## src/rtl/otter_fetch_queue.sv

```systemverilog
// OTTER fetch front end: owns the fetch PC, issues word reads and
// queues returned instructions with their PCs for decode.
module otter_fetch_queue #(
  parameter int          DEPTH    = 4,
  parameter logic [31:0] RESET_PC = 32'h0
) (
  input  logic        CLK,
  input  logic        RESET,
  input  logic        REDIRECT,
  input  logic [31:0] REDIRECT_PC,
  output logic        MEM_RDEN,
  output logic [31:0] MEM_ADDR,
  input  logic [31:0] MEM_DOUT,
  input  logic        DE_STALL,
  output logic        DE_VALID,
  output logic [31:0] DE_IR,
  output logic [31:0] DE_PC
);

  localparam int AW = $clog2(DEPTH);
  localparam int CW = AW + 1;

  logic [31:0]   fetch_pc;
  logic [31:0]   req_pc;
  logic          inflight;
  logic          kill;
  logic [AW-1:0] wr_ptr;
  logic [AW-1:0] rd_ptr;
  logic [CW-1:0] count;
  logic [CW:0]   occ;
  logic          issue;
  logic          push;
  logic          pop;

  logic [31:0] ir_q [DEPTH];
  logic [31:0] pc_q [DEPTH];

  // occupancy counts the read in flight so a return always finds room
  assign occ   = {1'b0, count} + {{CW{1'b0}}, inflight};
  assign issue = !RESET && !REDIRECT &&
                 (occ < (CW+1)'(DEPTH));
  assign push  = inflight && !kill;
  assign pop   = DE_VALID && !DE_STALL;

  assign MEM_RDEN = issue;
  assign MEM_ADDR = fetch_pc;

  assign DE_VALID = (count != '0);
  assign DE_IR    = DE_VALID ? ir_q[rd_ptr] : 32'h0;
  assign DE_PC    = DE_VALID ? pc_q[rd_ptr] : 32'h0;

  always_ff @(posedge CLK) begin
    if (RESET) begin
      fetch_pc <= RESET_PC;
      req_pc   <= 32'h0;
      inflight <= 1'b0;
      kill     <= 1'b0;
      count    <= '0;
      wr_ptr   <= '0;
      rd_ptr   <= '0;
    end else if (REDIRECT) begin
      fetch_pc <= REDIRECT_PC & ~32'h3;
      inflight <= 1'b0;
      kill     <= inflight;
      count    <= '0;
      wr_ptr   <= '0;
      rd_ptr   <= '0;
    end else begin
      inflight <= issue;
      kill     <= 1'b0;
      if (issue) begin
        fetch_pc <= fetch_pc + 32'd4;
        req_pc   <= fetch_pc;
      end
      if (push)
        wr_ptr <= wr_ptr + AW'(1);
      if (pop)
        rd_ptr <= rd_ptr + AW'(1);
      unique case ({push, pop})
        2'b10:   count <= count + CW'(1);
        2'b01:   count <= count - CW'(1);
        default: count <= count;
      endcase
    end
  end

  always_ff @(posedge CLK) begin
    if (push && !RESET && !REDIRECT) begin
      ir_q[wr_ptr] <= MEM_DOUT;
      pc_q[wr_ptr] <= req_pc;
    end
  end

endmodule
```

## config.mk

```make
export PLATFORM = sky130hd
export DESIGN_NAME = otter_fetch_queue
export DESIGN_NICKNAME = d
export VERILOG_FILES = /design/src/rtl/otter_fetch_queue.sv
export SDC_FILE = /design/constraint.sdc
export NUM_CORES = 1
export LEC_CHECK = 0
export CAP_MARGIN = 25
export CORE_MARGIN = 2
export CORE_UTILIZATION = 59
export DETAILED_ROUTE_END_ITERATION = 6
export GPL_ROUTABILITY_DRIVEN = 0
export GPL_TIMING_DRIVEN = 1
export HOLD_SLACK_MARGIN = 0.06
export PLACE_DENSITY = 0.83
export SYNTH_ARGS = -nofsm -noshare
export SYNTH_HDL_FRONTEND = slang
export SYNTH_SLANG_ARGS = --single-unit
export TNS_END_PERCENT = 50
```

## constraint.sdc

```tcl
create_clock -name CLK -period 6.8 [get_ports CLK]
set_clock_uncertainty 0.2 [all_clocks]
set_input_delay 1.36 -clock CLK [delete_from_list [all_inputs] [get_ports CLK]]
set_output_delay 1.36 -clock CLK [all_outputs]
set_load 0.05 [all_outputs]
```

==> flow_summary.rst, run 1 <==
.. list-table::
   :header-rows: 1

   * - Metric
     - Value
   * - Count of pins over their slew limit
     - 0
   * - Number of resized instances in the post-cts repair step
     - 0
   * - Number of port buffers
     - between 150 and 200
   * - H-Tree Level Count
     - 1
   * - Number of placement rows
     - 53
   * - Area growth syn-to-layout
     - 22.19%
   * - Diode insertion count for antenna repair
     - 0
   * - Multi-input gate area
     - 3565 µm²
   * - Antenna violations before repair
     - 0
   * - Relative max-transition margin
     - between 30% and 40%
   * - Cell type with the highest aggregate area in the netlist
     - edfxtp_1
   * - Max Buffers Root-to-Sink
     - 3
   * - Die height
     - roughly 150 µm
   * - Leakage Power
     - just over 5 nW
   * - Top cells by instance count after synthesis
     - edfxtp_1 (248), nand2_1 (94), dfxtp_1 (71)
   * - Slowest stage delay, CP
     - about 0.73 ns
   * - Crit path launch type
     - flip-flop
   * - Total number of vias
     - 7360
   * - Total Routing Usage GR
     - between 20% and 30%
   * - Maximum number of pins on one net before global-route repair
     - 65
   * - Post-CTS setup buffers
     - 0
   * - Gate family responsible for the most delay along the worst path
     - buffers and inverters
   * - Required arrival time at the worst endpoint
     - roughly 5.2 ns
   * - Yosys warning count
     - 0
   * - Clk sinks
     - 319
   * - Maximum operating frequency
     - 219.8 MHz
   * - Cell-internal power
     - between 3 and 4 mW
   * - Total core area
     - about 21000 µm²
   * - Area used by sequential logic in the layout
     - about 8900 µm²
   * - Clock share of power
     - about 40%
   * - Synthesized flop and latch total
     - approximately 320
   * - Critical path arrival
     - around 3.0 ns
   * - Logic pwr share
     - about 7.0%
   * - EDFF count, synth
     - around 250
   * - Library cells used by synthesis
     - 57
   * - Top-count cell post-synth
     - edfxtp_1
   * - Final worst path period share
     - between 60% and 70%
   * - Die extent in x
     - about 150 µm
   * - HPWL after detailed placement
     - around 15000 µm
   * - Core utilization of the finished layout
     - 73.66%
   * - Number of vias per cell after detailed routing
     - 5.851
   * - First-pass GRT wire length
     - roughly 40000 µm
   * - Clk slew on worst S/H paths
     - about 0.060 ns
   * - Antenna Violating Nets Remaining
     - 0
   * - Post-route standard cell area excluding fillers
     - approximately 15000 µm²
   * - Die area
     - 22670 µm²
   * - Final period demand of the worst path
     - about 4.6 ns
   * - Total setup violations reported at the end of the flow
     - 0
   * - RSZ-0062 raised after global routing
     - false
   * - Share of flip-flops with an asynchronous set or reset
     - 0%
   * - Netlist Area Pre-Place
     - roughly 13000 µm²
   * - Run status
     - complete, no violations
   * - Detailed-route DRC error count
     - 0
   * - Final routed wire length divided by cell count
     - 20.19 µm
   * - Congestion Overflow GR
     - 0
   * - Num CTS Buffers
     - 30
   * - Count of pins on the block boundary
     - 166
   * - Hold-fix buffers, CTS
     - 0
   * - DRC marker count from the first detailed-route iteration
     - 588
   * - Cells after Synth
     - roughly 810
   * - Switching Fraction
     - a little over a fifth
   * - Nature of the critical path endpoint
     - output pin
   * - Worst Hold Class
     - reg -> reg
   * - WS Path Type
     - reg -> out
   * - Top-area cell type share of the netlist area
     - roughly 59%
   * - CTS tree
     - built
   * - Nets@finish
     - ~1000
   * - Final sum of negative setup slack
     - 0 ns
   * - Fraction of power consumed by sequential logic
     - 53.2%
   * - Sequential cell area fraction in the yosys report
     - about 70%
   * - Number of global-route vias before repair
     - around 7400
   * - Areal power density over the cells
     - roughly 260 nW/µm²
   * - Area after detailed placement
     - around 14000 µm²
   * - Buffers and inverters on the worst path
     - 2
   * - Chain of cells forming the critical path
     - buf_4 -> mux4_2 -> nor2b_1 -> clkdlybuf4s50_1
   * - Initial Utilization
     - between 60% and 70%
   * - Flip-flop cell with the highest count after synthesis
     - edfxtp_1
   * - Largest cells by area after synthesis
     - edfxtp_1 (59%), dfxtp_1 (11%), mux4_2 (11%)
   * - Net switching power
     - 0.8661 mW
   * - Fill cell count
     - between 1000 and 1500
   * - Syn_area_per_cell
     - between 15 and 20 µm²
   * - Maximum vdd ir drop
     - roughly 0.00022 V
   * - Cell chosen for the clock root
     - clkbuf_16
   * - Layout cell share with drive strength beyond 1
     - around 14%
   * - Clock insertion delay at the later pin of the skew report
     - around 0.55 ns
   * - Pre-Repair DR Iteration Count
     - 5
   * - Count of maximum capacitance violations
     - 0
   * - Critical path's slowest cell
     - clkdlybuf4s50_1
   * - Final Hold Violating Endpoints
     - 0
   * - Worst Max-Slew Pin Slew
     - 1.002 ns
   * - Maximum fanout along the worst path
     - 17
   * - Total detailed-routing wirelength
     - about 25000 µm
[routing by layer]
layer	global-route usage, %	routed length (µm)	up-vias
met1	32.52	10880	3664
met2	37.00	12270	310
met4	5.896	447	0
met3	3.636	1810	40
met5	0	0	-
li1	-	-	3346
[registers in the layout, summed over array words and instances (netlist names), named ones only]
register	count
req_pc	30
MEM_ADDR	30
ir_q	128
inflight	1
wr_ptr	2
count	3
kill	1
rd_ptr	2
pc_q	120
[cell type report]
| cell class | instances | area share [%] |
|---|---|---|
| sequential | 319 | 57.33 |
| timing repair buffer | 166 | 10.78 |
| clock buffer | 45 | 5.608 |
| clock inverter | 11 | 0.6303 |
| multi-input combinational | 425 | 23.02 |
| inverter | 17 | 0.4121 |
| tap | 275 | 2.222 |
[worst paths after layout]
check,start,end,slack [ns],cells after the start
worst max register to register,count[2]$_SDFFE_PP0P_,count[2]$_SDFFE_PP0P_,3.89,9
worst min register to register,req_pc[29]$_SDFFE_PP0P_,req_pc[29]$_SDFFE_PP0P_,0.30,2
worst max-delay path,flip-flop,DE_IR[10],2.25,4
worst min-delay path,req_pc[29]$_SDFFE_PP0P_,req_pc[29]$_SDFFE_PP0P_,0.30,2
[metrics by stage]
step	hold WS, ns	setup slack, ns	total power, mW	instances
detailed placement	0.2879	2.217	2.472	1201
floorplan	0.2600	2.691	2.353	808
finish	0.2988	2.250	4.044	1258
global placement	0.2793	2.263	2.467	1201
global route	0.3152	2.070	4.170	1258
CTS	0.3008	1.654	4.072	1257
[worst reg2reg max path, stage by stage (launching register included)]
cell and delay (ns):
dfxtp_1 0.49, nor3_2 0.08, buf_4 0.36, nor2_1 0.39, ha_1 0.26, inv_1 0.06, fa_1 0.38, xor2_1 0.17
or3_1 0.31, a21oi_1 0.15
[logic make-up (layout without fill, tap and decap cells)]
| family | count (synthesis) | count (layout) | share of synthesized area (%) |
|---|---|---|---|
| xor gates and xnor gates | 19 | 19 | 1.313 |
| other | 1 | 4 | 0.02959 |
| muxes | 67 | 67 | 11.44 |
| AOI/OAI and AO/OA | 85 | 85 | 4.216 |
| buffers and inverters | 64 | 239 | 2.172 |
| adders and majority gates | 7 | 7 | 0.7504 |
| and+or+nand+nor | 243 | 243 | 10.09 |
| DFF | 319 | 319 | 69.98 |
[power by group through the flow]
stage | clock network (mW) | logic, mW | registers [mW]
2_1_floorplan | 0 | 0.132 | 2.22
3_3_place_gp | 0 | 0.276 | 2.19
3_5_place_dp | 0 | 0.279 | 2.19
4_1_cts | 1.64 | 0.281 | 2.15
5_1_grt | 1.72 | 0.299 | 2.15
6_report | 1.61 | 0.282 | 2.15
[cell usage in the layout (no fill, tap or decap), drive strengths merged, types with 3 or more instances in the layout]
master         Yosys  layout
edfxtp           248     248
clkdlybuf4s50      0     157
nand2             94      94
dfxtp             71      71
nor2b             63      63
mux4              62      62
a21oi             48      48
clkbuf            30      45
nor2              29      29
inv               17      17
xnor2             10      10
nand4             10      10
nand3             10      10
and3              10      10
xor2               9       9
clkinv             0       9
buf               17       9
a211oi             8       8
a31oi              7       7
ha                 6       6
or3                5       5
nor3               5       5
and4               4       4
o22ai              4       4
o21a               4       4
conb               1       4
mux2               3       3
nor4               3       3
No activity file was read; power rests on OpenSTA's default activity.
==> inputs of run 2 (changes only) <==
Settings changed: CORE_UTILIZATION 59 to 55, PLACE_DENSITY 0.83 to 0.78.
Clock period 6.8 ns to 4.5 ns, I/O delays scaled along.
==> run 2 against run 1 <==
  * Sequential power rose by 51%
  * First-iteration DRC count fell by 20%
  * Clock-buffer cell count fell by 2
  * Power rose by 49%
  * Critical path depth did not move
  * Clock power rose by 47%
  * Sequential share of layout area fell by 0.24 points
  * Register-to-register slack got worse by 2.1 ns
  * Design area rose by 0.42%
  * Combinational power rose by 54%
  * Core utilization fell by 5.0 points
  * Routed wire length rose by 1.6%
==> flow_summary.rst, run 2 (synthesis results as in run 1) <==
.. list-table::
   :header-rows: 1

   * - Metric
     - Value
   * - Run status
     - complete, no violations
   * - Total setup violations reported at the end of the flow
     - 0
   * - Routed metal-1 wirelength
     - about 11000 µm
   * - Leading cell type in the layout, fill and taps excluded
     - edfxtp_1
   * - Final period demand of the worst path
     - a little over 4 ns
   * - Antenna violations before repair
     - 0
   * - Congestion Overflow GR
     - 0
   * - Register with the most flip-flops
     - ir_q
   * - WS Path Type
     - reg -> out
   * - Leakage Power
     - between 5 and 6 nW
   * - Layout cell share with drive strength beyond 1
     - between 10 and 15%
   * - Count of pins over their slew limit
     - 0
   * - Number of resized instances in the post-cts repair step
     - 0
   * - Detailed-route DRC error count
     - 0
   * - Critical path arrival
     - approximately 2.9 ns
   * - CTS tree
     - built
   * - Area growth syn-to-layout
     - 22.70%
   * - Total number of vias
     - between 7000 and 8000
   * - Die height
     - 155.8 µm
   * - Final routed wire length divided by cell count
     - 20.20 µm
   * - Maximum operating frequency
     - between 200 and 250 MHz
   * - Fill cell count
     - 1534
   * - Logic pwr share
     - around 7.2%
   * - Worst Hold Class
     - reg -> reg
   * - Nature of the critical path endpoint
     - output pin
   * - H-Tree Level Count
     - 1
   * - Diode insertion count for antenna repair
     - 0
   * - Count of maximum capacitance violations
     - 0
   * - Areal power density over the cells
     - about 390 nW/µm²
   * - HP Start
     - req_pc[18]$_SDFFE_PP0P_
   * - Final sum of negative setup slack
     - 0 ns
   * - First-pass GRT wire length
     - roughly 40000 µm
   * - DRC marker count from the first detailed-route iteration
     - 468
   * - Clock share of power
     - 39.0%
   * - Total power
     - 6.036 mW
   * - Top library cells by usage in the layout, fill and taps aside
     - edfxtp_1 (248), clkdlybuf4s50_1 (157), nand2_1 (94)
   * - Pre-Repair DR Iteration Count
     - 5
   * - Clk sinks
     - about 320
   * - Largest register FFs
     - between 100 and 150
   * - Area used by sequential logic in the layout
     - between 8000 and 9000 µm²
   * - Relative max-transition margin
     - approximately a third
   * - Maximum fanout along the worst path
     - 18
   * - Num CTS Buffers
     - 31
   * - Number of placement rows
     - 55
   * - Number of vias per cell after detailed routing
     - 5.715
   * - Antenna Violating Nets Remaining
     - 0
   * - Final worst path period share
     - about nine tenths
   * - Initial Utilization
     - 55.97%
   * - Max Buffers Root-to-Sink
     - 3
   * - Multi-input gate area
     - 3565 µm²
   * - Number of global-route vias before repair
     - ~7100
   * - Routed met2 length
     - around 12000 µm
   * - Worst Max-Slew Pin Slew
     - roughly 1.0 ns
   * - Crit path launch type
     - flip-flop
   * - Nets@finish
     - between 1000 and 1500
   * - HPWL after detailed placement
     - between 15000 and 20000 µm
   * - Total Routing Usage GR
     - approximately a fifth
   * - Launch point of the worst reg-to-reg path
     - MEM_ADDR[2]$_SDFFE_PP0P_
   * - Critical register-to-register path endpoint
     - MEM_ADDR[28]$_SDFFE_PP0P_
   * - Switching Fraction
     - roughly 22%
   * - Cell-internal power
     - about 4.7 mW
   * - Hold slack final
     - 0.2990 ns
   * - Worst min-delay path endpoint
     - req_pc[18]$_SDFFE_PP0P_
   * - Largest regs
     - ir_q (128), pc_q (120)
   * - Final Hold Violating Endpoints
     - 0
   * - Fraction of power consumed by sequential logic
     - approximately 54%
   * - Depth of the worst hold-timing path
     - 2
   * - Reg2reg setup slack
     - ~1.8 ns
   * - Cell chosen for the clock root
     - clkbuf_16
   * - Net switching power
     - 1.340 mW
   * - Total core area
     - about 23000 µm²
   * - Maximum vdd ir drop
     - 0.0002488 V
   * - Post-CTS setup buffers
     - 0
   * - Count of pins on the block boundary
     - approximately 170
   * - Clk slew on worst S/H paths
     - roughly 0.060 ns
   * - Total detailed-routing wirelength
     - about 26000 µm
   * - Required arrival time at the worst endpoint
     - about 3.4 ns
   * - Die area
     - about 24000 µm²
   * - RSZ-0062 raised after global routing
     - false
   * - Clock insertion delay at the later pin of the skew report
     - around 0.54 ns
   * - Highest metal layer with signal wires
     - met4
   * - Number of port buffers
     - about 160
   * - Register-to-Register Path Depth
     - 6
   * - Maximum number of pins on one net before global-route repair
     - 64
   * - Routed length on met3
     - about 1700 µm
   * - Die extent in x
     - 155.8 µm
   * - Hold-fix buffers, CTS
     - 0
==> run 2: cell count changes in the layout (fill, tap and decap cells not counted), moves of 2 or more <==
| cell | delta |
|---|---|
| clkbuf_1 | -2 |
| bufinv_16 | -2 |
| clkinv_2 | +6 |
| clkinv_1 | -3 |
| buf_12 | +3 |
| buf_4 | +7 |
==> run 2: layout make-up <==
type / count / area share, %
Clock buffer: 43 / 5.536
Timing Repair Buffer: 175 / 11.28
Sequential cell: 319 / 57.09
Tap cell: 285 / 2.293
Multi-Input combinational cell: 425 / 22.93
Inverter: 17 / 0.4104
Clock inverter: 14 / 0.4667
==> run 2: per-layer routing <==
metal  vias up  global-route usage [%]
li1       3366                       -
met1      3664                   30.15
met2       239                   35.02
met3        35                   4.778
met4         0                   4.194
met5         -                       0
==> run 2: worst max-delay path, stage by stage (launching register included) <==
cell	delay, ns
dfxtp_4	0.60
buf_4	0.34
mux4_2	0.54
nor2b_1	0.14
clkdlybuf4s50_1	0.77
==> run 2: worst max path at each step <==
stage,startpoint,cells after the start,slack (ns),endpoint
2_1_floorplan,REDIRECT,3,1.07,ir_q[0][0]$_DFFE_PP_
3_3_place_gp,REDIRECT,7,0.99,MEM_ADDR[12]$_SDFFE_PP0P_
3_5_place_dp,REDIRECT,7,0.96,MEM_ADDR[12]$_SDFFE_PP0P_
4_1_cts,flip-flop,4,0.40,DE_IR[24]
5_1_grt,flip-flop,4,0.30,DE_PC[9]
6_report,flip-flop,4,0.46,DE_PC[31]
==> run 2: metrics by stage <==
stage / instance area, µm² / worst slack, ns / std cells / utilization (%)
2_1_floorplan: 12680 / 1.070 / 808 / -
3_3_place_gp: 14620 / 0.9876 / 1221 / 64.55
4_1_cts: 15550 / 0.3955 / 1278 / 68.68
3_5_place_dp: 14620 / 0.9616 / 1221 / 64.55
5_1_grt: 15550 / 0.3034 / 1278 / 68.68
6_report: 15550 / 0.4649 / 1278 / 68.68
==> run 2: power by group through the flow <==
stage / logic [mW] / clock network, mW / registers, mW
3_5_place_dp: 0.433 / 0 / 3.31
2_1_floorplan: 0.200 / 0 / 3.35
4_1_cts: 0.435 / 2.40 / 3.25
5_1_grt: 0.458 / 2.52 / 3.25
6_report: 0.433 / 2.36 / 3.25
3_3_place_gp: 0.429 / 0 / 3.31
==> inputs of run 3 (changes only) <==
Settings changed: CTS_CLUSTER_SIZE set to 12.
==> run 3 against run 2 <==
  * Non-clock buffer count unchanged
  * Largest power group unchanged
  * Critical path type unchanged
  * Sequential power about the same
  * Global-route usage down 0.051 points
  * Cell count is essentially flat
  * Highest routed layer unchanged
  * Sequential share of layout area is 0.097 points higher
  * Worst setup slack improved by 0.015 ns
==> flow_summary.rst, run 3 (synthesis results as in run 1) <==
.. list-table::
   :header-rows: 1

   * - Metric
     - Value
   * - Run status
     - complete, no violations
   * - CTS tree
     - built
   * - Antenna Violating Nets Remaining
     - 0
   * - Total number of vias
     - 7311
   * - Antenna violations before repair
     - 0
   * - Core utilization of the finished layout
     - between 60% and 70%
   * - Launch point of the worst reg-to-reg path
     - MEM_ADDR[2]$_SDFFE_PP0P_
   * - Diode insertion count for antenna repair
     - 0
   * - Number of resized instances in the post-cts repair step
     - 0
   * - Routed met2 length
     - 12480 µm
   * - Top library cells by usage in the layout, fill and taps aside
     - edfxtp_1 (248), clkdlybuf4s50_1 (157), nand2_1 (94)
   * - Cell chosen for the clock root
     - clkbuf_16
   * - Initial Utilization
     - roughly 56%
   * - Worst min-delay path endpoint
     - req_pc[31]$_SDFFE_PP0P_
   * - HPWL after detailed placement
     - approximately 16000 µm
   * - Maximum vdd ir drop
     - between 0.0003 and 0.0004 V
   * - Leading cell type in the layout, fill and taps excluded
     - edfxtp_1
   * - Max Buffers Root-to-Sink
     - 3
   * - Total setup violations reported at the end of the flow
     - 0
   * - Total detailed-routing wirelength
     - 25850 µm
   * - Congestion Overflow GR
     - 0
   * - Detailed-route DRC error count
     - 0
   * - Fill cell count
     - around 1600
   * - Critical path arrival
     - 2.92 ns
   * - Count of pins on the block boundary
     - between 150 and 200
   * - Hold-fix buffers, CTS
     - 0
   * - Largest regs
     - ir_q (128), pc_q (120)
   * - Depth of the worst hold-timing path
     - 2
   * - Final WS setup
     - 0.4798 ns
   * - HP Start
     - req_pc[31]$_SDFFE_PP0P_
   * - Worst Max-Slew Pin Slew
     - 0.9923 ns
   * - Maximum number of pins on one net before global-route repair
     - 64
   * - Routed length on met3
     - about 1700 µm
   * - Count of maximum capacitance violations
     - 0
   * - Critical register-to-register path endpoint
     - MEM_ADDR[28]$_SDFFE_PP0P_
   * - Number of global-route vias before repair
     - between 7000 and 8000
   * - Leakage Power
     - roughly 5.1 nW
   * - Register with the most flip-flops
     - ir_q
   * - Final worst path period share
     - approximately nine tenths
   * - Total core area
     - about 23000 µm²
   * - Maximum fanout along the worst path
     - 18
   * - Final sum of negative setup slack
     - 0 ns
   * - Number of port buffers
     - ~160
   * - Number of placement rows
     - 55
   * - Crit path launch type
     - flip-flop
   * - First-pass GRT wire length
     - approximately 40000 µm
   * - Number of vias per cell after detailed routing
     - 5.725
   * - Total Routing Usage GR
     - around a fifth
   * - Area used by sequential logic in the layout
     - roughly 8900 µm²
   * - Layout cell share with drive strength beyond 1
     - a little over an eighth
   * - Highest metal layer with signal wires
     - met4
   * - Nature of the critical path endpoint
     - output pin
   * - Routed metal-1 wirelength
     - 11300 µm
   * - Die height
     - 155.8 µm
   * - Final period demand of the worst path
     - roughly 4.0 ns
   * - Areal power density over the cells
     - 388.5 nW/µm²
   * - RSZ-0062 raised after global routing
     - false
   * - Pre-Repair DR Iteration Count
     - 5
   * - Relative max-transition margin
     - approximately 34%
   * - Placement-stage worst setup slack
     - a little under 1 ns
   * - Reg2reg setup slack
     - about 1.8 ns
   * - DRC marker count from the first detailed-route iteration
     - between 400 and 500
   * - WS Path Type
     - reg -> out
   * - Final Hold Violating Endpoints
     - 0
   * - Count of pins over their slew limit
     - 0
   * - Final routed wire length divided by cell count
     - 20.24 µm
   * - Nets@finish
     - 1044
   * - Clk slew on worst S/H paths
     - roughly 0.06 ns
   * - Maximum operating frequency
     - 248.7 MHz
   * - Worst Hold Class
     - reg -> reg
   * - Non-filler cells in the finished layout
     - approximately 1300
   * - Clk sinks
     - 319
   * - Placed Cells
     - between 1000 and 1500
   * - Required arrival time at the worst endpoint
     - roughly 3.4 ns
   * - H-Tree Level Count
     - 1
   * - Die area
     - 24270 µm²
   * - Multi-input gate area
     - 3565 µm²
   * - Num CTS Buffers
     - 31
   * - Hold slack final
     - around 0.30 ns
   * - Largest register FFs
     - around 130
   * - Register-to-Register Path Depth
     - 6
   * - Clock insertion delay at the later pin of the skew report
     - ~0.54 ns
   * - Post-CTS setup buffers
     - 0
   * - Die extent in x
     - 155.8 µm
   * - Area growth syn-to-layout
     - 22.49%
-- run 3: worst max-delay path: stages, from the launching register on --
cell and delay, ns:
dfxtp_4 0.59, buf_4 0.33, mux4_2 0.54, nor2b_1 0.15
clkdlybuf4s50_1 0.77
-- run 3: worst max path at each step --
| stage | cells past startpoint | endpoint | slack, ns |
|---|---|---|---|
| finish | 4 | DE_PC[31] | 0.48 |
| global route | 4 | DE_PC[15] | 0.31 |
| CTS | 4 | DE_IR[24] | 0.41 |
| detailed placement | 7 | MEM_ADDR[12]$_SDFFE_PP0P_ | 0.96 |
| global placement | 7 | MEM_ADDR[12]$_SDFFE_PP0P_ | 0.99 |
| floorplan | 3 | ir_q[0][0]$_DFFE_PP_ | 1.07 |
-- run 3: area by class of cell --
cell class	instances	area share (%)
sequential	319	57.18
multi-input combinational	425	22.96
timing repair buffer	175	11.30
clock buffer	53	5.594
tap	285	2.297
inverter	17	0.4111
clock inverter	3	0.2499
-- run 3: layer usage --
metal,up-vias,GRT usage [%]
li1,3368,-
met1,3662,30.15
met2,247,35.19
met3,34,4.583
met4,0,3.801
met5,-,0
-- run 3: power breakdown --
part	leakage, nW	switching, mW	total (mW)	internal [mW]
logic	1.65	0.265	0.433	0.168
clock network	0.434	0.998	2.35	1.35
registers	2.99	0.0482	3.25	3.20
-- run 3: per-stage QoR --
stage	total power, mW	instance area [µm²]
floorplan	3.555	12680
global placement	3.736	14620
detailed placement	3.742	14620
CTS	6.080	15520
global route	6.220	15520
finish	6.030	15520
